<file path="src/rtl/meta_sched_pkg.sv">
// Shared types and default widths for the tag-array metadata write scheduler.
package meta_sched_pkg;

  localparam int unsigned IDX_W = 6;
  localparam int unsigned WAYS  = 4;
  localparam int unsigned TAG_W = 20;

  typedef struct packed {
    logic [IDX_W-1:0] idx;
    logic [WAYS-1:0]  way_en;
    logic [TAG_W-1:0] tag;
  } meta_write_t;

  typedef enum logic {
    SRC_P0 = 1'b0,
    SRC_P1 = 1'b1
  } src_t;

endpackage

</file>
<file path="src/rtl/meta_write_fifo.sv">
// Small circular FIFO for queued metadata writes; full FIFO is never ready,
// even while its head is being dequeued. Flush clears it synchronously.
module meta_write_fifo
  import meta_sched_pkg::*;
#(
  parameter int unsigned DEPTH = 2,
  parameter type         T     = meta_write_t
) (
  input  logic clk_i,
  input  logic rst_i,
  input  logic flush_i,
  input  logic enq_valid_i,
  output logic enq_ready_o,
  input  T     enq_data_i,
  input  logic deq_i,
  output T     deq_data_o,
  output logic empty_o,
  output logic full_o
);

  localparam int unsigned PTR_W = (DEPTH > 1) ? $clog2(DEPTH) : 1;
  localparam int unsigned CNT_W = $clog2(DEPTH) + 1;

  T                 mem_q [DEPTH];
  logic [PTR_W-1:0] wr_q, wr_d, rd_q, rd_d;
  logic [CNT_W-1:0] cnt_q, cnt_d;
  logic             enq, deq;

  assign full_o      = (cnt_q == CNT_W'(DEPTH));
  assign empty_o     = (cnt_q == '0);
  assign enq_ready_o = !full_o && !flush_i;
  assign enq         = enq_valid_i && enq_ready_o;
  assign deq         = deq_i && !empty_o && !flush_i;
  assign deq_data_o  = mem_q[rd_q];

  always_comb begin
    wr_d  = wr_q;
    rd_d  = rd_q;
    cnt_d = cnt_q;
    if (flush_i) begin
      wr_d  = '0;
      rd_d  = '0;
      cnt_d = '0;
    end else begin
      if (enq) wr_d = wr_q + PTR_W'(1);
      if (deq) rd_d = rd_q + PTR_W'(1);
      if (enq && !deq)      cnt_d = cnt_q + CNT_W'(1);
      else if (!enq && deq) cnt_d = cnt_q - CNT_W'(1);
    end
  end

  always_ff @(posedge clk_i) begin
    if (rst_i) begin
      wr_q  <= '0;
      rd_q  <= '0;
      cnt_q <= '0;
    end else begin
      wr_q  <= wr_d;
      rd_q  <= rd_d;
      cnt_q <= cnt_d;
    end
  end

  always_ff @(posedge clk_i) begin
    if (enq) mem_q[wr_q] <= enq_data_i;
  end

endmodule

</file>
<file path="src/rtl/meta_write_scheduler.sv">
// Two-port metadata write scheduler: per-port FIFOs, port 0 priority, one
// registered output stage. META_SCHED_STARVE_GUARD_EN adds a port-1 starvation guard.
module meta_write_scheduler
  import meta_sched_pkg::*;
#(
  parameter int unsigned DEPTH        = 2,
  parameter int unsigned IDX_W        = meta_sched_pkg::IDX_W,
  parameter int unsigned WAYS         = meta_sched_pkg::WAYS,
  parameter int unsigned TAG_W        = meta_sched_pkg::TAG_W,
  parameter int unsigned STARVE_LIMIT = 8
) (
  input  logic             clock,
  input  logic             reset,
  input  logic             io_flush,
  input  logic             io_in_0_valid,
  output logic             io_in_0_ready,
  input  logic [IDX_W-1:0] io_in_0_bits_idx,
  input  logic [WAYS-1:0]  io_in_0_bits_way_en,
  input  logic [TAG_W-1:0] io_in_0_bits_tag,
  input  logic             io_in_1_valid,
  output logic             io_in_1_ready,
  input  logic [IDX_W-1:0] io_in_1_bits_idx,
  input  logic [WAYS-1:0]  io_in_1_bits_way_en,
  input  logic [TAG_W-1:0] io_in_1_bits_tag,
  input  logic             io_out_ready,
  output logic             io_out_valid,
  output logic [IDX_W-1:0] io_out_bits_idx,
  output logic [WAYS-1:0]  io_out_bits_way_en,
  output logic [TAG_W-1:0] io_out_bits_tag,
  output logic             io_out_chosen,
  output logic             io_busy
);

  typedef struct packed {
    logic [IDX_W-1:0] idx;
    logic [WAYS-1:0]  way_en;
    logic [TAG_W-1:0] tag;
  } entry_t;

  entry_t in0, in1, head0, head1, stage_q, stage_d;
  src_t   chosen_q, chosen_d, sel;
  logic   valid_q, valid_d;
  logic   empty0, empty1, full0, full1;
  logic   load, have, deq0, deq1;

  assign in0 = '{idx: io_in_0_bits_idx, way_en: io_in_0_bits_way_en, tag: io_in_0_bits_tag};
  assign in1 = '{idx: io_in_1_bits_idx, way_en: io_in_1_bits_way_en, tag: io_in_1_bits_tag};

  meta_write_fifo #(.DEPTH(DEPTH), .T(entry_t)) u_fifo0 (
    .clk_i(clock), .rst_i(reset), .flush_i(io_flush),
    .enq_valid_i(io_in_0_valid), .enq_ready_o(io_in_0_ready), .enq_data_i(in0),
    .deq_i(deq0), .deq_data_o(head0), .empty_o(empty0), .full_o(full0)
  );

  meta_write_fifo #(.DEPTH(DEPTH), .T(entry_t)) u_fifo1 (
    .clk_i(clock), .rst_i(reset), .flush_i(io_flush),
    .enq_valid_i(io_in_1_valid), .enq_ready_o(io_in_1_ready), .enq_data_i(in1),
    .deq_i(deq1), .deq_data_o(head1), .empty_o(empty1), .full_o(full1)
  );

  assign load = !valid_q || io_out_ready;
  assign have = !empty0 || !empty1;
  assign deq0 = load && have && (sel == SRC_P0) && !io_flush;
  assign deq1 = load && have && (sel == SRC_P1) && !io_flush;

`ifdef META_SCHED_STARVE_GUARD_EN
  localparam int unsigned WAIT_W = $clog2(STARVE_LIMIT + 1);

  logic [WAIT_W-1:0] wait_q, wait_d;
  logic              starved;

  assign starved = (wait_q == WAIT_W'(STARVE_LIMIT));

  always_comb begin
    sel = SRC_P0;
    if (!empty1 && (empty0 || starved)) sel = SRC_P1;
  end

  // Counts loads that bypassed a waiting port-1 entry; saturates at the limit.
  always_comb begin
    wait_d = wait_q;
    if (io_flush || empty1) begin
      wait_d = '0;
    end else if (load && have) begin
      if (sel == SRC_P1)  wait_d = '0;
      else if (!starved)  wait_d = wait_q + WAIT_W'(1);
    end
  end

  always_ff @(posedge clock) begin
    if (reset) wait_q <= '0;
    else       wait_q <= wait_d;
  end
`else
  always_comb begin
    sel = SRC_P0;
    if (empty0) sel = SRC_P1;
  end
`endif

  always_comb begin
    valid_d  = valid_q;
    stage_d  = stage_q;
    chosen_d = chosen_q;
    if (io_flush) begin
      valid_d = 1'b0;
    end else if (load) begin
      valid_d = have;
      if (have) begin
        stage_d  = (sel == SRC_P1) ? head1 : head0;
        chosen_d = sel;
      end
    end
  end

  always_ff @(posedge clock) begin
    if (reset) begin
      valid_q  <= 1'b0;
      stage_q  <= '0;
      chosen_q <= SRC_P0;
    end else begin
      valid_q  <= valid_d;
      stage_q  <= stage_d;
      chosen_q <= chosen_d;
    end
  end

  assign io_out_valid       = valid_q;
  assign io_out_bits_idx    = stage_q.idx;
  assign io_out_bits_way_en = stage_q.way_en;
  assign io_out_bits_tag    = stage_q.tag;
  assign io_out_chosen      = chosen_q;
  assign io_busy            = have || valid_q;

endmodule
</file>
<file path="config.mk">
export PLATFORM = sky130hd
export DESIGN_NAME = meta_write_scheduler
export DESIGN_NICKNAME = d
export VERILOG_FILES = /design/src/rtl/meta_sched_pkg.sv /design/src/rtl/meta_write_fifo.sv /design/src/rtl/meta_write_scheduler.sv
export SDC_FILE = /design/constraint.sdc
export NUM_CORES = 1
export LEC_CHECK = 0
export ABC_AREA = 1
export BUFFER_PORTS_ARGS = -buffer_cell sky130_fd_sc_hd__buf_2
export CORE_ASPECT_RATIO = 1.75
export CORE_MARGIN = 2
export CORE_UTILIZATION = 45
export DETAILED_ROUTE_END_ITERATION = 16
export PLACE_DENSITY = 0.71
export SLEW_MARGIN = 0
export SYNTH_ARGS = -nofsm -noshare
export SYNTH_HDL_FRONTEND = slang
export SYNTH_HIERARCHICAL = 1
export SYNTH_SLANG_ARGS = --single-unit
</file>
<file path="constraint.sdc">
create_clock -name clock -period 4.7 [get_ports clock]
set_input_delay 0.235 -clock clock [delete_from_list [all_inputs] [get_ports clock]]
set_output_delay 0.235 -clock clock [all_outputs]
set_load 0.005 [all_outputs]
</file>
# Word-level counts from Yosys, hierarchy flattened
# Memory sizes are Yosys's and may differ from the RTL's. A register that Yosys moved wholly into a read port is not among the register bits.
# Cells that the tools add are included.
# W data, S select, Z words.
dict set report word_totals {
  wordCells 75
  output_inout_bits 35
  register_bits 40
  inputBits 66
  memories 2
  ramBits 120
}
dict set report classes {
  add_sub_neg 8
  eq_ne 2
  bitwise 2
  reduce_logical 36
  mux 14
}
# memory depth word_bits rd rd_ports_with_merged_regs wr line
set mem_list {}
lappend mem_list {u_fifo0.mem_q 2 30 1 1 1 meta_write_fifo.sv:24} ;# T mem_q [DEPTH];
lappend mem_list {u_fifo1.mem_q 2 30 1 1 1 meta_write_fifo.sv:24}
# op n
set ops {}
lappend ops {{$mux W30} 1}
lappend ops {{$logic_and A1 B1 Y1} 17}
lappend ops {{$logic_not A1 Y1} 10}
lappend ops {{$mux W1} 9}
lappend ops {{$mux W2} 4}
lappend ops {{$add A1 B1 Y1 const B} 4}
lappend ops {{$add A2 B1 Y2 const B} 2}
lappend ops {{$eq A2 B2 Y1 const B} 2}
lappend ops {{$logic_not A2 Y1} 2}
lappend ops {{$reduce_bool A2 Y1} 2}
lappend ops {{$sub A2 B1 Y2 const B} 2}
lappend ops {{$logic_or A1 B1 Y1} 3}
lappend ops {{$reduce_and A3 Y1} 1}
lappend ops {{$not A1 Y1} 2}
lappend ops {{$reduce_or A2 Y1} 1}

# Depth between registers and ports, before layout
dict set report logic_depth {
  word_depth 11
  mapped_depth 15
  ltp_nobuf 14
}

# Hierarchy
# The synthesis kept the hierarchy.
# module area_per_inst_um2 n_inst cells_per_inst seq_area_each_um2
set by_module_without_submodules {}
lappend by_module_without_submodules {meta_write_fifo 2565.0 2 137 1901.8}
lappend by_module_without_submodules {meta_write_scheduler 1771.7 1 303 640.6}

# Least setup slack after synthesis
# OpenSTA, ideal clock, no wires.
dict set report synth_timing {
  kind {reg2reg}
  startpoint {register u_fifo0.cnt_q[0]}
  endpoint {memory u_fifo0/mem_q[0][0] in the netlist's numbering (enable)}
  path_stages_with_launch 5
  path_buffers 0
  synth_period_minus_slack_ps 2262
  t_arrival_ps 1845
  setup_ps 417
  t_required_ps 4283
  setup_slack_ps 2438
  cell_sequence {dfxtp_1 > inv_2 > nand2_2 > nand3_2 > nor2_1}
}
dict set report synth_via {
  elab_chain_cells 6
}
# item line
set synth_lines {}
lappend synth_lines {{start, declared} meta_write_fifo.sv:26} ;# logic [CNT_W-1:0] cnt_q, cnt_d;
lappend synth_lines {{start signal, assigned} meta_write_fifo.sv:60} ;# cnt_q <= cnt_d;
lappend synth_lines {{$eq A2 B2 Y1} meta_write_fifo.sv:29} ;# assign full_o = (cnt_q == CNT_W'(DEPTH));
lappend synth_lines {{$logic_not A1 Y1} meta_write_fifo.sv:31} ;# assign enq_ready_o = !full_o && !flush_i;
lappend synth_lines {{$logic_and A1 B1 Y1} meta_write_fifo.sv:31}
lappend synth_lines {{$logic_and A1 B1 Y1} meta_write_fifo.sv:32} ;# assign enq = enq_valid_i && enq_ready_o;
lappend synth_lines {{$mux W1} meta_write_fifo.sv:65} ;# if (enq) mem_q[wr_q] <= enq_data_i;
lappend synth_lines {{$mux W1 (implied by the code)} meta_write_fifo.sv:65}
lappend synth_lines {{end, declared} meta_write_fifo.sv:24}
# No other way between the ends.

# Worst setup path in the final report
dict set report layout_timing {
  startpoint {register u_fifo0.cnt_q[1]}
  endpoint {register u_fifo1.cnt_q[1]}
}
dict set report layout_via {
  elab_chain_cells 11
  elab_cells_between_ends 14
  cone_classes {mux (2); reduce/logical (12)}
}
# item line
set layout_lines {}
lappend layout_lines {{$logic_not A2 Y1 *} meta_write_fifo.sv:30} ;# assign empty_o = (cnt_q == '0);
lappend layout_lines {{via empty0} meta_write_scheduler.sv:43} ;# logic empty0, empty1, full0, full1;
lappend layout_lines {{$logic_not A1 Y1} meta_write_scheduler.sv:62} ;# assign have = !empty0 || !empty1;
lappend layout_lines {{$logic_or A1 B1 Y1} meta_write_scheduler.sv:62}
lappend layout_lines {{$logic_and A1 B1 Y1} meta_write_scheduler.sv:64} ;# assign deq1 = load && have && (sel == SRC_P1) && !io_flush;
lappend layout_lines {{$logic_and A1 B1 Y1 * (2 in a row)} meta_write_scheduler.sv:64}
lappend layout_lines {{via deq1} meta_write_scheduler.sv:44} ;# logic load, have, deq0, deq1;
lappend layout_lines {{$logic_and A1 B1 Y1 * (2 in a row)} meta_write_fifo.sv:33} ;# assign deq = deq_i && !empty_o && !flush_i;
lappend layout_lines {{$logic_not A1 Y1} meta_write_fifo.sv:47} ;# if (enq && !deq) cnt_d = cnt_q + CNT_W'(1);
lappend layout_lines {{$logic_and A1 B1 Y1} meta_write_fifo.sv:47}
lappend layout_lines {{$mux W2 / $reduce_bool A2 Y1 (equally long branches)} n/a}
lappend layout_lines {{end signal, assigned} meta_write_fifo.sv:60}
lappend layout_lines {{end, declared} meta_write_fifo.sv:26}
# Mark *: on every way through the listed nets, which the timed path passes. The rest lies on a longest branch.
# A chain may end at the register's enable or synchronous reset.

==> metrics <==
status finished clean; largest area contributor in the netlist edfxtp_1; IO buf count 100; fin crit period approximately 2.4 ns; Mapped Area approximately 6900 um^2; Comb pwr share 8.1%; hold path startpoint io_in_1_bits_tag[14]; insertion delay to the later sink of the worst-skew pair between 0.4 and 0.5 ns; Routed Antenna Nets 0; Slowest-stage cell, CP nor2_4; CTS resizes 0; PD cells ~400 nW/um^2; Chip Width 97.6 um; clock share of power 43.9%; count of flip-flops with a built-in enable after synthesis 120; Setup crit end kind flip-flop; Seq pwr share roughly 48%; post-synthesis mux area share a little over an eighth; Inst Count DP 841; drt drc 0; Setup crit start kind flip-flop; cell family with most CP delay simple AND/OR/NAND/NOR gates; hpwl dp about 8.9 mm; Synth Area in Adders less than 1%; vias in the first global route ~4600; Synth area leaders edfxtp_1 52%, mux2_4 13%, dfxtp_1 12%; initial antenna violation count 0; FMAX ~420 MHz; Synth top area share 52.2%; core footprint around 15000 um^2; Hold Crit Class in -> reg; Vias 4324; global route overflow 0; Setup Viol. Count Final 0; Least-Margin Pin Slew 1.15 ns; XOR/XNOR share of the synthesized area less than 1%; main combinational cell family by area after synthesis multiplexers; DR WL/cell around 15 um; gr usage total between 15 and 20%; CP most frequent cell inv_1; clock skew just under 0.008 ns; switching power 0.763 mW; Internal Power 2.61 mW; Longest Clk Path Bufs 2; CP Data Required Time roughly 5.1 ns; CP Launch Point u_fifo0/cnt_q[1]; TritonCTS clock tree built; Leakage ~3.8 nW; worst path cell trace nor2_4 -> nand4_1 -> inv_1 -> inv_1 -> nor2_2 -> nand2_1 -> ha_1 -> inv_1 -> nand3_1 -> nand2_1 -> inv_1 -> nor2_1; Non-Filler Instances slightly above 900; TNS Setup 0 ns; Mean Syn Cell Area around 12 um^2; reg-to-reg slack, setup about 2.3 ns; ys flop type edfxtp_1; Synth top cells by count 120 x edfxtp_1, 111 x nand2_1, 86 x inv_1; row count between 50 and 60; Die Y roughly 170 um; WP buf/inv 4; ratio of cells with drive above 1 in the final layout between 20 and 30%; antenna diode count 0; # Post-CTS Setup Buffers 0; CTS sink cnt 162; Syn Nets about 650; crit path kind reg -> reg; die area 16400 um^2; Final Hold Fails 0; final worst slack about 2.3 ns; Synth warnings 6; crit-path max FO 39; global-route wire length before repair between 20 and 25 mm; CTS root buffer clkbuf_16; worst IR drop on VDD between 300 and 400 uV; ys async rst share 0%; Initial Util around 46%; most frequent cell after synthesis edfxtp_1; critical register-to-register path startpoint u_fifo0/cnt_q[1]; vias per cell 4.76; Final Util 57.0%; Placer Congestion 0.806; fraction of the mapped netlist area in compound gates approximately 2.3%; switching fraction of total power 22.6%; Finished Cell Area ~8500 um^2; post-synthesis sequential area ratio between 60% and 70%; cts bufs inserted 17; MaxCap Viol Count 0; H-Tree Depth 4; Slew Limit Fails 0; Total Wirelength 13.9 mm; Layout area overhead 23.2%; CTS clk-pin slew, worst paths roughly 0.070 ns; Netlist cell types 24; RSZ-0062 raised after global routing false; period utilization between 50% and 60%; CP arrival 2.73 ns; layout net count 781; largest net degree at the start of global routing 62; Synth Area in Simple Gates between 10% and 20%; io pins a little over 100; Worst slew margin 23.5%; Synth Instances 577; drt pass-1 iters 4; max incr delay on CP 0.68 ns; placed cell area roughly 7500 um^2; #FFs+latches synth ~160; DRT iter0 DRCs approximately 280; DP Worst Slack 2.39 ns
[flip-flops by register name, indices dropped and copies added (netlist names), 2 cells and up, named ones only]
name                count
io_out_bits_idx         6
io_out_bits_tag        20
io_out_bits_way_en      4
u_fifo0/cnt_q           2
u_fifo0/mem_q          60
u_fifo1/cnt_q           2
u_fifo1/mem_q          60
[metrics by stage]
step | hold WS, ns | power [mW]
after floorplan | 0.304 | 1.80
after global placement | 0.422 | 1.88
after detailed placement | 0.428 | 1.90
after CTS | 0.000296 | 3.39
after global routing | 0.0000497 | 3.49
final | 0.0179 | 3.37
[cells by family after synthesis]
family	after synthesis
compound gates	32
fa+ha+maj	2
xor+xnor	2
buf+inv	110
mux	60
simple gates	209
flops	162
[area by class of cell]
class / instances / area (um^2)
fill: 1245 / 6410
tap: 183 / 229
sequential: 162 / 4450
multi-input combinational: 305 / 1980
timing repair buffer: 139 / 883
inverter: 88 / 330
clock buffer: 18 / 450
clock inverter: 14 / 189
[worst paths after layout]
path / to / cells past startpoint
hold / removal: u_fifo1/mem_q[0][14] / 1
setup reg to reg: u_fifo1/cnt_q[1] / 12
setup / recovery: u_fifo1/cnt_q[1] / 12
hold reg to reg: io_out_chosen / 2
[placed cells by master, fill, tap and decap left out, types with 2 or more instances in the layout]
cell             n
nor2_4           3
nand2_1        111
dfxtp_2          2
inv_8            3
nor2_2           2
inv_2            2
clkbuf_16       18
edfxtp_1       120
nor2_1          76
nand2_2          2
nand3_1          2
buf_2          100
inv_1           86
o21ai_0         30
dfxtp_1         40
dlygate4sd3_1   36
nor3_1           3
buf_4            3
mux2_4          60
xor2_1           2
ha_1             2
nand3_2          2
nand4_1          5
bufinv_16        3
a21oi_1          2
inv_6            5
[worst register-to-register path: cells and delay by family, from the launching register on]
family                   cells  cell delay [ns]
flip-flops                   1             0.36
buffers and inverters        4             0.28
AND/OR/NAND/NOR              7             1.37
adder cells (fa/ha/maj)      1             0.31
[layer usage]
layer  vias up  global-route usage, %  part of all wire [%]
met3        26                   3.82                   3.3
met4         0                   8.27                   2.6
li1       2147                      -                     -
met1      2044                   17.9                    38
met2       107                   33.4                    56
met5         -                      0                     0
[timing repair]
action,4_1_cts,5_1_grt
endpoints found under the hold margin,57,10
hold buffers,30,6
setup endpoints to repair,0,0
[power by group through the flow]
stage | registers [mW] | clock network [mW] | logic [mW]
CTS | 1.62 | 1.51 | 0.270
detailed placement | 1.65 | 0 | 0.247
finish | 1.62 | 1.48 | 0.272
floorplan | 1.65 | 0 | 0.156
global route | 1.62 | 1.56 | 0.305
global placement | 1.65 | 0 | 0.239
(Power assumes the default switching activity.)
